--- src/rtl/stopwatch_pkg.sv ---
// Shared types for the stopwatch controller slice.
// Provides the BCD time bundle, the mode enum and the time width.
package stopwatch_pkg;

  localparam int TIME_W = 16;

  typedef struct packed {
    logic [3:0] sec1;
    logic [3:0] sec0;
    logic [3:0] ms1;
    logic [3:0] ms0;
  } bcd_time_t;

  typedef enum logic [1:0] {
    IDLE  = 2'd0,
    RUN   = 2'd1,
    HOLD  = 2'd2,
    PAUSE = 2'd3
  } sw_state_e;

endpackage

--- src/rtl/btn_debounce.sv ---
// Button debouncer: level accepted after DEBOUNCE_CYCLES stable samples.
// Ports: clk, rst (sync, active-low), btn in; level, press (1-cycle rise) out.
module btn_debounce #(
  parameter int DEBOUNCE_CYCLES = 1000000
) (
  input  logic clk,
  input  logic rst,
  input  logic btn,
  output logic level,
  output logic press
);

  localparam int CW =
    (DEBOUNCE_CYCLES > 1) ? $clog2(DEBOUNCE_CYCLES) : 1;
  localparam logic [CW-1:0] CNT_MAX = CW'(DEBOUNCE_CYCLES - 1);

  logic [CW-1:0] cnt_q, cnt_d;
  logic          level_q, level_d;
  logic          press_q, press_d;

  // Any sample equal to the accepted level restarts the count,
  // so a bounce back mid-count throws the partial count away.
  always_comb begin
    cnt_d   = cnt_q;
    level_d = level_q;
    press_d = 1'b0;
    if (btn == level_q) begin
      cnt_d = '0;
    end else if (cnt_q == CNT_MAX) begin
      cnt_d   = '0;
      level_d = btn;
      press_d = btn;
    end else begin
      cnt_d = cnt_q + 1'b1;
    end
  end

  always_ff @(posedge clk) begin
    if (!rst) begin
      cnt_q   <= '0;
      level_q <= 1'b0;
      press_q <= 1'b0;
    end else begin
      cnt_q   <= cnt_d;
      level_q <= level_d;
      press_q <= press_d;
    end
  end

  assign level = level_q;
  assign press = press_q;

endmodule

--- src/rtl/stopwatch_ctrl.sv ---
// Two-button stopwatch mode FSM, hold timer, display freeze, lap buffer.
// Ports: clk, rst (sync, active-low), btn_ss, btn_lr, time_in in;
// sw_start/stop/reset, running, disp, frozen, lap_* out; lap_ready in.
// STOPWATCH_LAP_FIFO_EN: LAP_DEPTH-entry FIFO, else single lap register.
module stopwatch_ctrl
  import stopwatch_pkg::*;
#(
  parameter int DEBOUNCE_CYCLES = 1000000,
  parameter int HOLD_CYCLES     = 150000000,
  parameter int LAP_DEPTH       = 4
) (
  input  logic                       clk,
  input  logic                       rst,
  input  logic                       btn_ss,
  input  logic                       btn_lr,
  input  logic [TIME_W-1:0]          time_in,
  output logic                       sw_start,
  output logic                       sw_stop,
  output logic                       sw_reset,
  output logic                       running,
  output logic [TIME_W-1:0]          disp,
  output logic                       frozen,
  output logic                       lap_valid,
  input  logic                       lap_ready,
  output logic [TIME_W-1:0]          lap_data,
  output logic [$clog2(LAP_DEPTH):0] lap_count,
  output logic                       lap_ovf
);

  localparam int CNT_W = $clog2(LAP_DEPTH) + 1;
  localparam int HW =
    (HOLD_CYCLES > 1) ? $clog2(HOLD_CYCLES) : 1;
  localparam logic [HW-1:0] HOLD_MAX = HW'(HOLD_CYCLES - 1);

  logic lvl_ss, lvl_lr, prs_ss, prs_lr;
  logic ev_ss, ev_lr;

  btn_debounce #(.DEBOUNCE_CYCLES(DEBOUNCE_CYCLES)) u_db_ss (
    .clk   (clk),
    .rst   (rst),
    .btn   (btn_ss),
    .level (lvl_ss),
    .press (prs_ss)
  );

  btn_debounce #(.DEBOUNCE_CYCLES(DEBOUNCE_CYCLES)) u_db_lr (
    .clk   (clk),
    .rst   (rst),
    .btn   (btn_lr),
    .level (lvl_lr),
    .press (prs_lr)
  );

  // start/stop wins when both buttons land together
  assign ev_ss = prs_ss & lvl_ss;
  assign ev_lr = prs_lr & lvl_lr & ~ev_ss;

  sw_state_e state_q, state_d;
  logic      start_q, start_d;
  logic      stop_q, stop_d;
  logic      rstc_q, rstc_d;
  logic      frozen_q, frozen_d;
  bcd_time_t frz_q, frz_d;
  bcd_time_t live_q;
  logic [HW-1:0] hold_q, hold_d;
  logic      lap_cap, lap_flush;

  always_comb begin
    state_d   = state_q;
    start_d   = 1'b0;
    stop_d    = 1'b0;
    rstc_d    = 1'b0;
    frozen_d  = frozen_q;
    frz_d     = frz_q;
    hold_d    = hold_q;
    lap_cap   = 1'b0;
    lap_flush = 1'b0;
    if (state_q == HOLD && hold_q != '0) hold_d = hold_q - 1'b1;
    unique case (state_q)
      IDLE: begin
        if (ev_ss) begin
          state_d = RUN;
          start_d = 1'b1;
        end else if (ev_lr) begin
          rstc_d    = 1'b1;
          lap_flush = 1'b1;
        end
      end
      RUN: begin
        if (ev_ss) begin
          state_d = PAUSE;
          stop_d  = 1'b1;
        end else if (ev_lr) begin
          state_d = HOLD;
          lap_cap = 1'b1;
        end
      end
      HOLD: begin
        // a press on the expiry cycle takes priority over release
        if (ev_ss) begin
          state_d  = PAUSE;
          stop_d   = 1'b1;
          frozen_d = 1'b0;
        end else if (ev_lr) begin
          lap_cap = 1'b1;
        end else if (hold_q == '0) begin
          state_d  = RUN;
          frozen_d = 1'b0;
        end
      end
      PAUSE: begin
        if (ev_ss) begin
          state_d = RUN;
          start_d = 1'b1;
        end else if (ev_lr) begin
          state_d   = IDLE;
          rstc_d    = 1'b1;
          lap_flush = 1'b1;
        end
      end
      default: state_d = IDLE;
    endcase
    if (lap_cap) begin
      frozen_d = 1'b1;
      frz_d    = time_in;
      hold_d   = HOLD_MAX;
    end
  end

  always_ff @(posedge clk) begin
    if (!rst) begin
      state_q  <= IDLE;
      start_q  <= 1'b0;
      stop_q   <= 1'b0;
      rstc_q   <= 1'b0;
      frozen_q <= 1'b0;
      frz_q    <= '0;
      live_q   <= '0;
      hold_q   <= '0;
    end else begin
      state_q  <= state_d;
      start_q  <= start_d;
      stop_q   <= stop_d;
      rstc_q   <= rstc_d;
      frozen_q <= frozen_d;
      frz_q    <= frz_d;
      live_q   <= time_in;
      hold_q   <= hold_d;
    end
  end

  assign sw_start = start_q;
  assign sw_stop  = stop_q;
  assign sw_reset = rstc_q;
  assign running  = (state_q == RUN) || (state_q == HOLD);
  assign frozen   = frozen_q;
  assign disp     = frozen_q ? frz_q : live_q;

`ifdef STOPWATCH_LAP_FIFO_EN
  localparam int PTR_W = $clog2(LAP_DEPTH);

  logic [TIME_W-1:0] mem_q [LAP_DEPTH];
  logic [TIME_W-1:0] mem_d [LAP_DEPTH];
  logic [PTR_W-1:0]  wp_q, wp_d, rp_q, rp_d;
  logic [CNT_W-1:0]  cnt_q, cnt_d;
  logic              ovf_q, ovf_d;
  logic              full, pop, push_ok;

  // When full, a same-cycle pop frees the head slot that wp
  // points at, so the push lands there without loss.
  always_comb begin
    full    = (cnt_q == CNT_W'(LAP_DEPTH));
    pop     = (cnt_q != '0) && lap_ready;
    push_ok = lap_cap && (!full || pop);
    mem_d   = mem_q;
    wp_d    = wp_q;
    rp_d    = rp_q;
    cnt_d   = cnt_q;
    ovf_d   = ovf_q;
    if (lap_flush) begin
      wp_d  = '0;
      rp_d  = '0;
      cnt_d = '0;
      ovf_d = 1'b0;
    end else begin
      if (push_ok) begin
        mem_d[wp_q] = time_in;
        wp_d        = wp_q + 1'b1;
      end
      if (pop) rp_d = rp_q + 1'b1;
      if (lap_cap && !push_ok) ovf_d = 1'b1;
      unique case ({push_ok, pop})
        2'b10:   cnt_d = cnt_q + 1'b1;
        2'b01:   cnt_d = cnt_q - 1'b1;
        default: cnt_d = cnt_q;
      endcase
    end
  end

  always_ff @(posedge clk) begin
    if (!rst) begin
      mem_q <= '{default: '0};
      wp_q  <= '0;
      rp_q  <= '0;
      cnt_q <= '0;
      ovf_q <= 1'b0;
    end else begin
      mem_q <= mem_d;
      wp_q  <= wp_d;
      rp_q  <= rp_d;
      cnt_q <= cnt_d;
      ovf_q <= ovf_d;
    end
  end

  assign lap_valid = (cnt_q != '0);
  assign lap_data  = lap_valid ? mem_q[rp_q] : '0;
  assign lap_count = cnt_q;
  assign lap_ovf   = ovf_q;
`else
  logic [TIME_W-1:0] lap_q, lap_d;
  logic              vld_q, vld_d;
  logic              ovf_q, ovf_d;
  logic              pop;

  always_comb begin
    pop   = vld_q && lap_ready;
    lap_d = lap_q;
    vld_d = vld_q;
    ovf_d = ovf_q;
    if (lap_flush) begin
      vld_d = 1'b0;
      ovf_d = 1'b0;
    end else if (lap_cap) begin
      lap_d = time_in;
      vld_d = 1'b1;
      if (vld_q && !pop) ovf_d = 1'b1;
    end else if (pop) begin
      vld_d = 1'b0;
    end
  end

  always_ff @(posedge clk) begin
    if (!rst) begin
      lap_q <= '0;
      vld_q <= 1'b0;
      ovf_q <= 1'b0;
    end else begin
      lap_q <= lap_d;
      vld_q <= vld_d;
      ovf_q <= ovf_d;
    end
  end

  assign lap_valid = vld_q;
  assign lap_data  = vld_q ? lap_q : '0;
  assign lap_count = CNT_W'(vld_q);
  assign lap_ovf   = ovf_q;
`endif

endmodule
--- config.mk ---
export PLATFORM = sky130hd
export DESIGN_NAME = stopwatch_ctrl
export DESIGN_NICKNAME = d
export VERILOG_FILES = /design/src/rtl/stopwatch_pkg.sv /design/src/rtl/btn_debounce.sv /design/src/rtl/stopwatch_ctrl.sv
export SDC_FILE = /design/constraint.sdc
export NUM_CORES = 1
export LEC_CHECK = 0
export BUFFER_PORTS_ARGS = -buffer_cell sky130_fd_sc_hd__buf_2
export CAP_MARGIN = 25
export CELL_PAD_IN_SITES_DETAIL_PLACEMENT = 0
export CELL_PAD_IN_SITES_GLOBAL_PLACEMENT = 2
export CORE_UTILIZATION = 25
export CTS_BUF_LIST = sky130_fd_sc_hd__clkbuf_4
export CTS_CLUSTER_DIAMETER = 40
export DETAILED_ROUTE_END_ITERATION = 8
export PLACE_DENSITY_LB_ADDON = 0.1
export SYNTH_ARGS = -nofsm -noshare
export SYNTH_HDL_FRONTEND = slang
export SYNTH_SLANG_ARGS = --single-unit
--- constraint.sdc ---
create_clock -name clk -period 6 [get_ports clk]
set_input_delay 0.6 -clock clk [delete_from_list [all_inputs] [get_ports clk]]
set_output_delay 0.6 -clock clk [all_outputs]
set_load 0.01 [all_outputs]
==> qor.txt <==
outcome: completed
gpl congestion: 0.6869
Worst Min Path Start: time_in[15]
R2R Path End: frz_q[3]
hold path cells: 3
Top Ports: 63
worst-path maximum fanout: 44
share of cells above drive strength 1: 0.1798
Final Setup Violations: 0
Hold WS: 0.2796 ns
# Post-CTS Setup Buffers: 0
FF-to-FF Start: state_q[0]
GRT met3 Usage: 0.03750
Routed Antenna Nets: 0
CP Launch Type: register
H-tree depth: 4
Register-to-Register Path Depth: 8
CTS tree: done
maximum vdd drop: 0.0001150 V
PortBufs: 60
All-Layer GR Usage: 0.1295
CTS Buf Count: 17
clock skew: 0.01602 ns
initial antenna violation count: 1
critical path buffer and inverter count: 3
first-pass GRT wire length: 22160 µm
commonest non-fill, non-tap cell in the layout: dfxtp_1
initial drt markers: 236
row cnt: 53
CP max-delay cell: and2_1
grt total ovfl: 0
Final #Nets: 701
Clock Tree Buf Depth: 2
dpl cells: 927
setup_tns: 0 ns
crit path capture type: register
Max-Cap Viols: 0
Clock transition at path regs: 0.13 ns
GR Util met1: 0.1672
Cell Area, Synth: 0.005480 mm²
CTS resizes: 0
Slew Viols, Final: 0
Hold-fix buffers, CTS: 0
ys flop type: dfxtp_1
Post-synth EDFFs: 0
largest net degree at the start of global routing: 45
DRT Pass-1 Iters: 4
drt wl/cell: 14.42 µm
CP top delay family: buffers and inverters
Post-Layout Cell Count: 961
die extent in x: 150.1 µm
pin slew with the least headroom to its limit: 0.9711 ns
HPWL after detailed placement: 9392 µm
RSZ-0062 raised after global routing: no
min cycle time layout: 3.024 ns
fillers: 2281
latest clock arrival within the worst-skew pair: 0.53 ns
post-route cell area: 0.006347 mm²
final hold violation count: 0
sequential area share after synthesis: 0.4676
vias in the first global route: 4280
clock sinks: 128
WL final: 13860 µm
Critical Path RT: 6.45 ns
Yosys cell types: 52
Largest stage delay, worst path: 0.54 ns
end of the worst hold path: live_q[15]
CP Cell Sequence: inv_1, ha_1, nand4_1, buf_4, and2_1, buf_4, nand2_1, o21ai_0
Avg Inst Size Synth: 8.811 µm²
Static Leakage: 2.517 nW
clk root buf: clkbuf_4
core area: 0.02129 mm²
busiest grt layer: met2
Area Growth Syn to Fin: 15.82%
met2 Usage GRT: 0.2063
crit path kind: reg -> reg
die area: 0.02252 mm²
fmax: 330.7 MHz
DRC: 0
Syn. warnings: 0
period utilization: 0.5040
critical path arrival: 3.47 ns
average vias per placed instance: 4.638
CP most frequent cell: buf_4
Pwr per Cell Area: 256.9 mW/mm²
placed inst area: 0.006008 mm²
DR vias: 4457
FF+latch count, synth: 128
R2R Setup Slk: 2.98 ns
most frequent cells in the layout: dfxtp_1 (128), nand2_1 (65), buf_2 (60)
Die Y: 150.1 µm
fraction of registers with async set/reset: 0
Post-Syn Instances: 622
Starting Density: 0.2575
Hold Path Class: in -> reg
slew margin rel.: 0.3517
final cells by class:
type,instances,area (µm²),share of cell area
Clock buffer,17,127.6,0.02011
Clock inverter,15,206.4,0.03253
Sequential cell,128,2562,0.4037
Antenna cell,2,5.005,0.0007885
Inverter,29,108.9,0.01715
Multi-Input combinational cell,431,2655,0.4183
Tap cell,275,344.1,0.05421
Timing Repair Buffer,64,337.8,0.05322
cell usage after synthesis (4+ instances only):
master      n  area share
and3_1      6      0.0069
or3_1      15       0.017
xor2_1     17       0.027
ha_1        9       0.021
nor3_1     12       0.011
buf_4       4      0.0055
or2_2       6      0.0069
xnor2_1    23       0.037
inv_1      29       0.020
a21oi_1    17       0.016
and2_1     21       0.024
nand3_1    14       0.013
nand4_1    12       0.014
o31ai_1    16       0.022
nor4_1      8      0.0091
o21ai_0    38       0.035
mux2_2     16       0.033
a31oi_1    12       0.014
nor2_1     59       0.040
dfxtp_1   128        0.47
or4_1      22       0.030
nand2_1    65       0.045
clkbuf_1   25       0.017
power by group:
group | total [mW] | internal, mW | switching [mW]
registers | 0.863 | 0.858 | 0.00455
logic | 0.0711 | 0.0259 | 0.0452
clock network | 0.697 | 0.337 | 0.360
layer usage:
metal | vias up | wire length (µm)
met3 | 7 | 456
met1 | 2103 | 6910
met5 | - | 0
met2 | 76 | 6423
met4 | 0 | 68
li1 | 2271 | -
tightest hold or removal path, cell delays in order:
cell and delay (ns):
buf_2 0.08, nand2_1 0.06, inv_1 0.05
metrics by stage:
step	total power [mW]	setup WS (ns)	util
2_1_floorplan	0.9260	3.380	-
4_1_cts	1.667	2.904	0.2979
3_5_place_dp	0.9544	2.928	0.2823
3_3_place_gp	0.9542	2.727	0.2815
6_report	1.631	2.976	0.2982
5_1_grt	1.724	2.712	0.2982
cell families after synthesis:
family | synth area share
mux | 0.03653
xor+xnor | 0.06393
other cells | 0.0006843
simple gates | 0.2445
buf+inv | 0.04863
flops | 0.4676
fa+ha+maj | 0.02055
compound gates | 0.1176
flip-flops by register name, indices dropped and copies added (netlist names):
| name | count |
|---|---|
| hold_q | 28 |
| u_db_lr.cnt_q | 20 |
| u_db_ss.cnt_q | 20 |
| frz_q | 16 |
| lap_q | 16 |
| live_q | 16 |
| state_q | 2 |
| frozen | 1 |
| lap_ovf | 1 |
| lap_valid | 1 |
| sw_reset | 1 |
| sw_start | 1 |
| sw_stop | 1 |
| u_db_lr.level | 1 |
| u_db_lr.press | 1 |
| u_db_ss.level | 1 |
| u_db_ss.press | 1 |
worst max path at each step:
| stage | depth (start not counted) | from | end |
|---|---|---|---|
| after global placement | 5 | hold_q[8] | state_q[0] |
| after detailed placement | 8 | state_q[0] | frz_q[5] |
| after floorplan | 7 | hold_q[2] | hold_q[25] |
| final | 8 | state_q[0] | frz_q[3] |
| after CTS | 8 | state_q[0] | frz_q[3] |
| after global routing | 8 | state_q[0] | frz_q[1] |
Note: power is estimated with default switching activity, not from simulation.
